--- config.mk ---
export PLATFORM = sky130hd
export DESIGN_NAME = clock_period_meter_flat
export DESIGN_NICKNAME = d
export VERILOG_FILES = /design/src/rtl/clock_period_meter_if.sv /design/src/rtl/clock_period_meter.sv /design/src/flat_wrapper.sv
export SDC_FILE = /design/constraint.sdc
export NUM_CORES = 1
export LEC_CHECK = 0
export CORE_UTILIZATION = 41
export CTS_CLUSTER_DIAMETER = 60
export DETAILED_ROUTE_END_ITERATION = 12
export PLACE_DENSITY = 0.7
export SETUP_SLACK_MARGIN = 0.05
export SYNTH_ARGS = -nofsm -noshare
export SYNTH_HDL_FRONTEND = slang
export SYNTH_SLANG_ARGS = --single-unit
export TNS_END_PERCENT = 100
--- constraint.sdc ---
create_clock -name clock_in -period 2.3 [get_ports clock_in]
set_input_delay 0.46 -clock clock_in [delete_from_list [all_inputs] [get_ports clock_in]]
set_output_delay 0.46 -clock clock_in [all_outputs]
set_load 0.02 [all_outputs]
--- src/rtl/clock_period_meter_if.sv ---
// clock_period_meter_if: groups the measured signal and the measurement results.
// master: the meter (samples sig_in, drives the results).
// slave: the environment (drives sig_in, consumes the results).
interface clock_period_meter_if #(
  parameter int count_width = 27
) ();
  logic                   sig_in;
  logic [count_width-1:0] period;
  logic                   period_valid;
  logic                   timeout;

  modport master (
    input  sig_in,
    output period,
    output period_valid,
    output timeout
  );

  modport slave (
    output sig_in,
    input  period,
    input  period_valid,
    input  timeout
  );
endinterface

--- src/rtl/clock_period_meter.sv ---
// clock_period_meter: measures the rising-edge-to-rising-edge period of a slow,
// asynchronous square wave in clock_in cycles, with a sticky timeout flag.
// Optional feature: define GLITCH_FILTER_EN to insert a glitch filter that
// requires filter_len consecutive differing samples before the level changes.
module clock_period_meter #(
  parameter int count_width    = 27,
  parameter int timeout_cycles = 50000000,
  parameter int filter_len     = 3
) (
  input  logic                    clock_in,
  input  logic                    reset_n,
  clock_period_meter_if.master    bus
);

  // Elaboration-time parameter sanity checks.
  if (timeout_cycles < 2) begin : g_bad_timeout
    $error("clock_period_meter: timeout_cycles must be >= 2");
  end
  if (filter_len < 2 || filter_len > 15) begin : g_bad_filter_len
    $error("clock_period_meter: filter_len must be in 2..15");
  end

  typedef enum logic {
    IDLE    = 1'b0,
    MEASURE = 1'b1
  } state_t;

  localparam logic [count_width-1:0] TIMEOUT_LAST = count_width'(timeout_cycles - 1);
  localparam logic [count_width-1:0] CNT_ONE      = count_width'(1);

  logic                   s1_reg;
  logic                   s2_reg;
  logic                   lvl;
  logic                   lvl_d_reg;
  logic                   rise;

  state_t                 state_reg, state_next;
  logic [count_width-1:0] cnt_reg, cnt_next;
  logic [count_width-1:0] period_reg, period_next;
  logic                   valid_reg, valid_next;
  logic                   timeout_reg, timeout_next;

  // Two-flop synchronizer bringing sig_in into the clock_in domain.
  always_ff @(posedge clock_in or negedge reset_n) begin
    if (!reset_n) begin
      s1_reg <= 1'b0;
      s2_reg <= 1'b0;
    end else begin
      s1_reg <= bus.sig_in;
      s2_reg <= s1_reg;
    end
  end

`ifdef GLITCH_FILTER_EN
  logic       lvl_reg;
  logic [3:0] filt_cnt_reg;

  // Glitch filter: the level follows s2 only after filter_len consecutive
  // cycles of disagreement; any agreeing sample restarts the run.
  always_ff @(posedge clock_in or negedge reset_n) begin
    if (!reset_n) begin
      lvl_reg      <= 1'b0;
      filt_cnt_reg <= 4'd0;
    end else if (s2_reg == lvl_reg) begin
      filt_cnt_reg <= 4'd0;
    end else if (filt_cnt_reg == 4'(filter_len - 1)) begin
      lvl_reg      <= s2_reg;
      filt_cnt_reg <= 4'd0;
    end else begin
      filt_cnt_reg <= filt_cnt_reg + 4'd1;
    end
  end

  assign lvl = lvl_reg;
`else
  assign lvl = s2_reg;
`endif

  // Delayed copy of the conditioned level for rising-edge detection.
  always_ff @(posedge clock_in or negedge reset_n) begin
    if (!reset_n) begin
      lvl_d_reg <= 1'b0;
    end else begin
      lvl_d_reg <= lvl;
    end
  end

  assign rise = lvl & ~lvl_d_reg;

  // Measurement state, counter and result registers.
  always_ff @(posedge clock_in or negedge reset_n) begin
    if (!reset_n) begin
      state_reg   <= IDLE;
      cnt_reg     <= '0;
      period_reg  <= '0;
      valid_reg   <= 1'b0;
      timeout_reg <= 1'b0;
    end else begin
      state_reg   <= state_next;
      cnt_reg     <= cnt_next;
      period_reg  <= period_next;
      valid_reg   <= valid_next;
      timeout_reg <= timeout_next;
    end
  end

  // Next-state logic: a rise in MEASURE captures cnt+1 and takes priority
  // over the timeout, so an edge landing exactly on the limit still reports.
  always_comb begin
    state_next   = state_reg;
    cnt_next     = cnt_reg;
    period_next  = period_reg;
    valid_next   = 1'b0;
    timeout_next = timeout_reg;
    case (state_reg)
      IDLE: begin
        cnt_next = '0;
        if (rise) begin
          state_next   = MEASURE;
          timeout_next = 1'b0;
        end
      end
      MEASURE: begin
        if (rise) begin
          period_next = cnt_reg + CNT_ONE;
          valid_next  = 1'b1;
          cnt_next    = '0;
        end else if (cnt_reg == TIMEOUT_LAST) begin
          timeout_next = 1'b1;
          state_next   = IDLE;
          cnt_next     = '0;
        end else begin
          cnt_next = cnt_reg + CNT_ONE;
        end
      end
      default: begin
        state_next = IDLE;
        cnt_next   = '0;
      end
    endcase
  end

  assign bus.period       = period_reg;
  assign bus.period_valid = valid_reg;
  assign bus.timeout      = timeout_reg;

endmodule

--- src/flat_wrapper.sv ---
// flat-port wrapper written by rule: the top's interface ports become plain ports
module clock_period_meter_flat 
#(
  parameter int count_width    = 27,
  parameter int timeout_cycles = 50000000,
  parameter int filter_len     = 3
)
  (clock_in, reset_n, bus_sig_in, bus_period, bus_period_valid, bus_timeout);
  clock_period_meter_if #(.count_width(count_width)) bus_i ();
  input  logic clock_in;
  input  logic reset_n;
  input wire logic [$bits(bus_i.sig_in)-1:0] bus_sig_in;
  output wire logic [$bits(bus_i.period)-1:0] bus_period;
  output wire logic [$bits(bus_i.period_valid)-1:0] bus_period_valid;
  output wire logic [$bits(bus_i.timeout)-1:0] bus_timeout;
  assign bus_i.sig_in = bus_sig_in;
  assign bus_period = bus_i.period;
  assign bus_period_valid = bus_i.period_valid;
  assign bus_timeout = bus_i.timeout;
  clock_period_meter #(.count_width(count_width), .timeout_cycles(timeout_cycles), .filter_len(filter_len)) u_core (.clock_in(clock_in), .reset_n(reset_n), .bus(bus_i));
endmodule
==> impl_metrics.env <==
export IMPL_outcome="finished clean"
export IMPL_cp_max_fo=13
export IMPL_regToRegEndpoint="u_core.bus.period[20]$_DFFE_PN0P_"
export IMPL_area_delta_synth_final_pct=19.4
export IMPL_cts_tree="yes"
export IMPL_async_flop_share=1.00
export IMPL_synthCells=253
export IMPL_start_util=0.437
export IMPL_cts_resized_gates=0
export IMPL_cts_buffers=9
export IMPL_nets=291
export IMPL_holdBufCountCts=0
export IMPL_reg2reg_slack_ns=0.23
export IMPL_finalSetupTns_ns=0
export IMPL_leakagePower_nw=1.33
export IMPL_worstSkewPairLatency_ns=0.34
export IMPL_finalNonFillerCells=367
export IMPL_detail_route_first_pass_iterations=4
export IMPL_synth_edf_count=0
export IMPL_setup_viol=0
export IMPL_gp_congestion=0.823
export IMPL_synth_largest_area_cell="dfrtp_1"
export IMPL_setup_ws_ns=0.234
export IMPL_skew_ns=0.00504
export IMPL_finalCritPeriodShare=0.898
export IMPL_post_cts_setup_buffer_count=0
export IMPL_yosysSeqAreaShare=0.567
export IMPL_vias=1997
export IMPL_synthFlopType="dfrtp_1"
export IMPL_r2r_start="u_core.cnt_reg[0]$_DFF_PN0_"
export IMPL_core_um2=6060
export IMPL_dp_final_hpwl_mm=3.68
export IMPL_via_per_inst=5.44
export IMPL_drcViolationCount=0
export IMPL_synth_nets=257
export IMPL_antenna_cells=0
export IMPL_drive_gt1_frac=0.103
export IMPL_netlist_area_um2=2650
export IMPL_fmax_mhz=484
export IMPL_tightest_slew_ns=0.680
export IMPL_detail_route_wl_per_cell_um=14.7
export IMPL_cts_max_level=3
export IMPL_port_buffers=31
export IMPL_placedCellCount=351
export IMPL_antenna_found_initial=0
export IMPL_powerDensity_nw_per_um2=751
export IMPL_drt_iter0_markers=125
export IMPL_rr_worst_depth=5
export IMPL_crit_required_ns=2.55
export IMPL_synth_seq_cells=60
export IMPL_cts_buffer_depth=2
export IMPL_root_buffer="clkbuf_8"
export IMPL_regArea_um2=1500
export IMPL_synth_top_cell_area_share=0.567
export IMPL_wirelength_mm=5.38
export IMPL_grt_max_degree=28
export IMPL_worstSetupStartpoint="u_core.cnt_reg[0]$_DFF_PN0_"
export IMPL_die_w_um=82.4
export IMPL_grt_pass1_wl_mm=9.27
export IMPL_preCtsSetupSlack_ns=0.243
export IMPL_maxSlewViolCount=0
export IMPL_hold_viol=0
export IMPL_layout_min_cycle_time_ns=2.07
export IMPL_worst_ep_arrival_time_ns=2.31
export IMPL_ant_nets=0
export IMPL_ys_warn_count=0
export IMPL_rsz0062_at_grt="false"
export IMPL_slew_limit_headroom=0.544
export IMPL_avgSynthCellArea_um2=10.5
export IMPL_start_kind="register"
export IMPL_die_area_um2=6790
export IMPL_synth_cell_types=38
export IMPL_hold_class="in -> async"
export IMPL_rows=28
export IMPL_vdd_drop_max_v=0.000547
export IMPL_critPathKind="reg -> reg"
export IMPL_fp_dieH_um=82.4
export IMPL_grt_ovfl_total=0
export IMPL_endpoint_kind="register"
export IMPL_ios=32
export IMPL_final_cell_mix="dfrtp_1 (60), nor2_1 (30), clkdlybuf4s50_1 (30)"
export IMPL_multi_input_area_um2=1050
export IMPL_clk_pin_slew_ns=0.07
export IMPL_synthTopCellsByArea="dfrtp_1 (57%), nor2_1 (4.2%), o21ai_0 (4.2%)"
export IMPL_grt_usage=0.185
export IMPL_grt_pass1_vias=1968
export IMPL_clock_sinks=60
export IMPL_drv_cap=0
export IMPL_nFillCells=570
export IMPL_final_common_cell="dfrtp_1"
==> power by group <==
part / total [mW] / switching [mW] / internal, mW
Clock: 0.815 / 0.403 / 0.412
Combinational: 0.356 / 0.197 / 0.159
Sequential: 1.21 / 0.0618 / 1.14
Total: 2.38 / 0.661 / 1.72
==> synth_stat cells, types with 4 or more instances <==
master and instances:
dfrtp_1 60, nor2_1 30, nand2_1 23, o21ai_0 22
a21oi_1 13, a31oi_1 13, nand4_1 11, nand3_1 8
o31ai_1 6, xnor2_1 6, xor2_1 6, or3_1 5
and3_1 4, buf_4 4
==> metal layers <==
layer | global-route usage | vias up | part of all wire | routed length [um]
met5 | 0 | - | 0 | 0
met4 | 0.0719 | 0 | 0.013 | 71
met3 | 0.0549 | 7 | 0.046 | 249
met2 | 0.274 | 41 | 0.45 | 2440
met1 | 0.254 | 962 | 0.49 | 2630
li1 | - | 987 | - | -
==> worst max path at each step <==
stage	end
2_1_floorplan	u_core.bus.period[26]$_DFFE_PN0P_
3_3_place_gp	u_core.bus.period[18]$_DFFE_PN0P_
3_5_place_dp	u_core.bus.period[20]$_DFFE_PN0P_
4_1_cts	u_core.bus.period[26]$_DFFE_PN0P_
5_1_grt	u_core.bus.period[20]$_DFFE_PN0P_
6_report	u_core.bus.period[20]$_DFFE_PN0P_
==> cell families (layout without fill, tap and decap cells) <==
family | after synthesis | in the layout | share of synthesized area
buf+inv | 16 | 55 | 0.0373
simple gates | 107 | 107 | 0.227
compound gates | 57 | 57 | 0.125
flops | 60 | 60 | 0.567
xor+xnor | 12 | 12 | 0.0397
fa+ha+maj | 1 | 1 | 0.00472
==> per-stage QoR <==
step                hold WS (ns)  cell area [um2]  utilization  total power, mW
global route              0.0812             3160        0.522             2.52
global placement           0.341             3000        0.494             1.58
CTS                       0.0624             3160        0.522             2.41
detailed placement         0.340             3000        0.494             1.59
floorplan                  0.164             2650            -             1.41
finish                    0.0548             3160        0.522             2.38
==> worst max-delay path, stage by stage, from the launching register on <==
cell and delay (ns):
dfrtp_1 0.43, ha_1 0.20, and3_1 0.38, nand4_4 0.24, or4_1 0.55, a31oi_1 0.17
==> final cells by class <==
type | count | share of cell area
Sequential cell | 60 | 0.474
Tap cell | 75 | 0.0297
Inverter | 4 | 0.00474
Multi-Input combinational cell | 177 | 0.332
Timing Repair Buffer | 35 | 0.106
Clock inverter | 5 | 0.00870
Clock buffer | 11 | 0.0447
(Power assumes the default switching activity.)
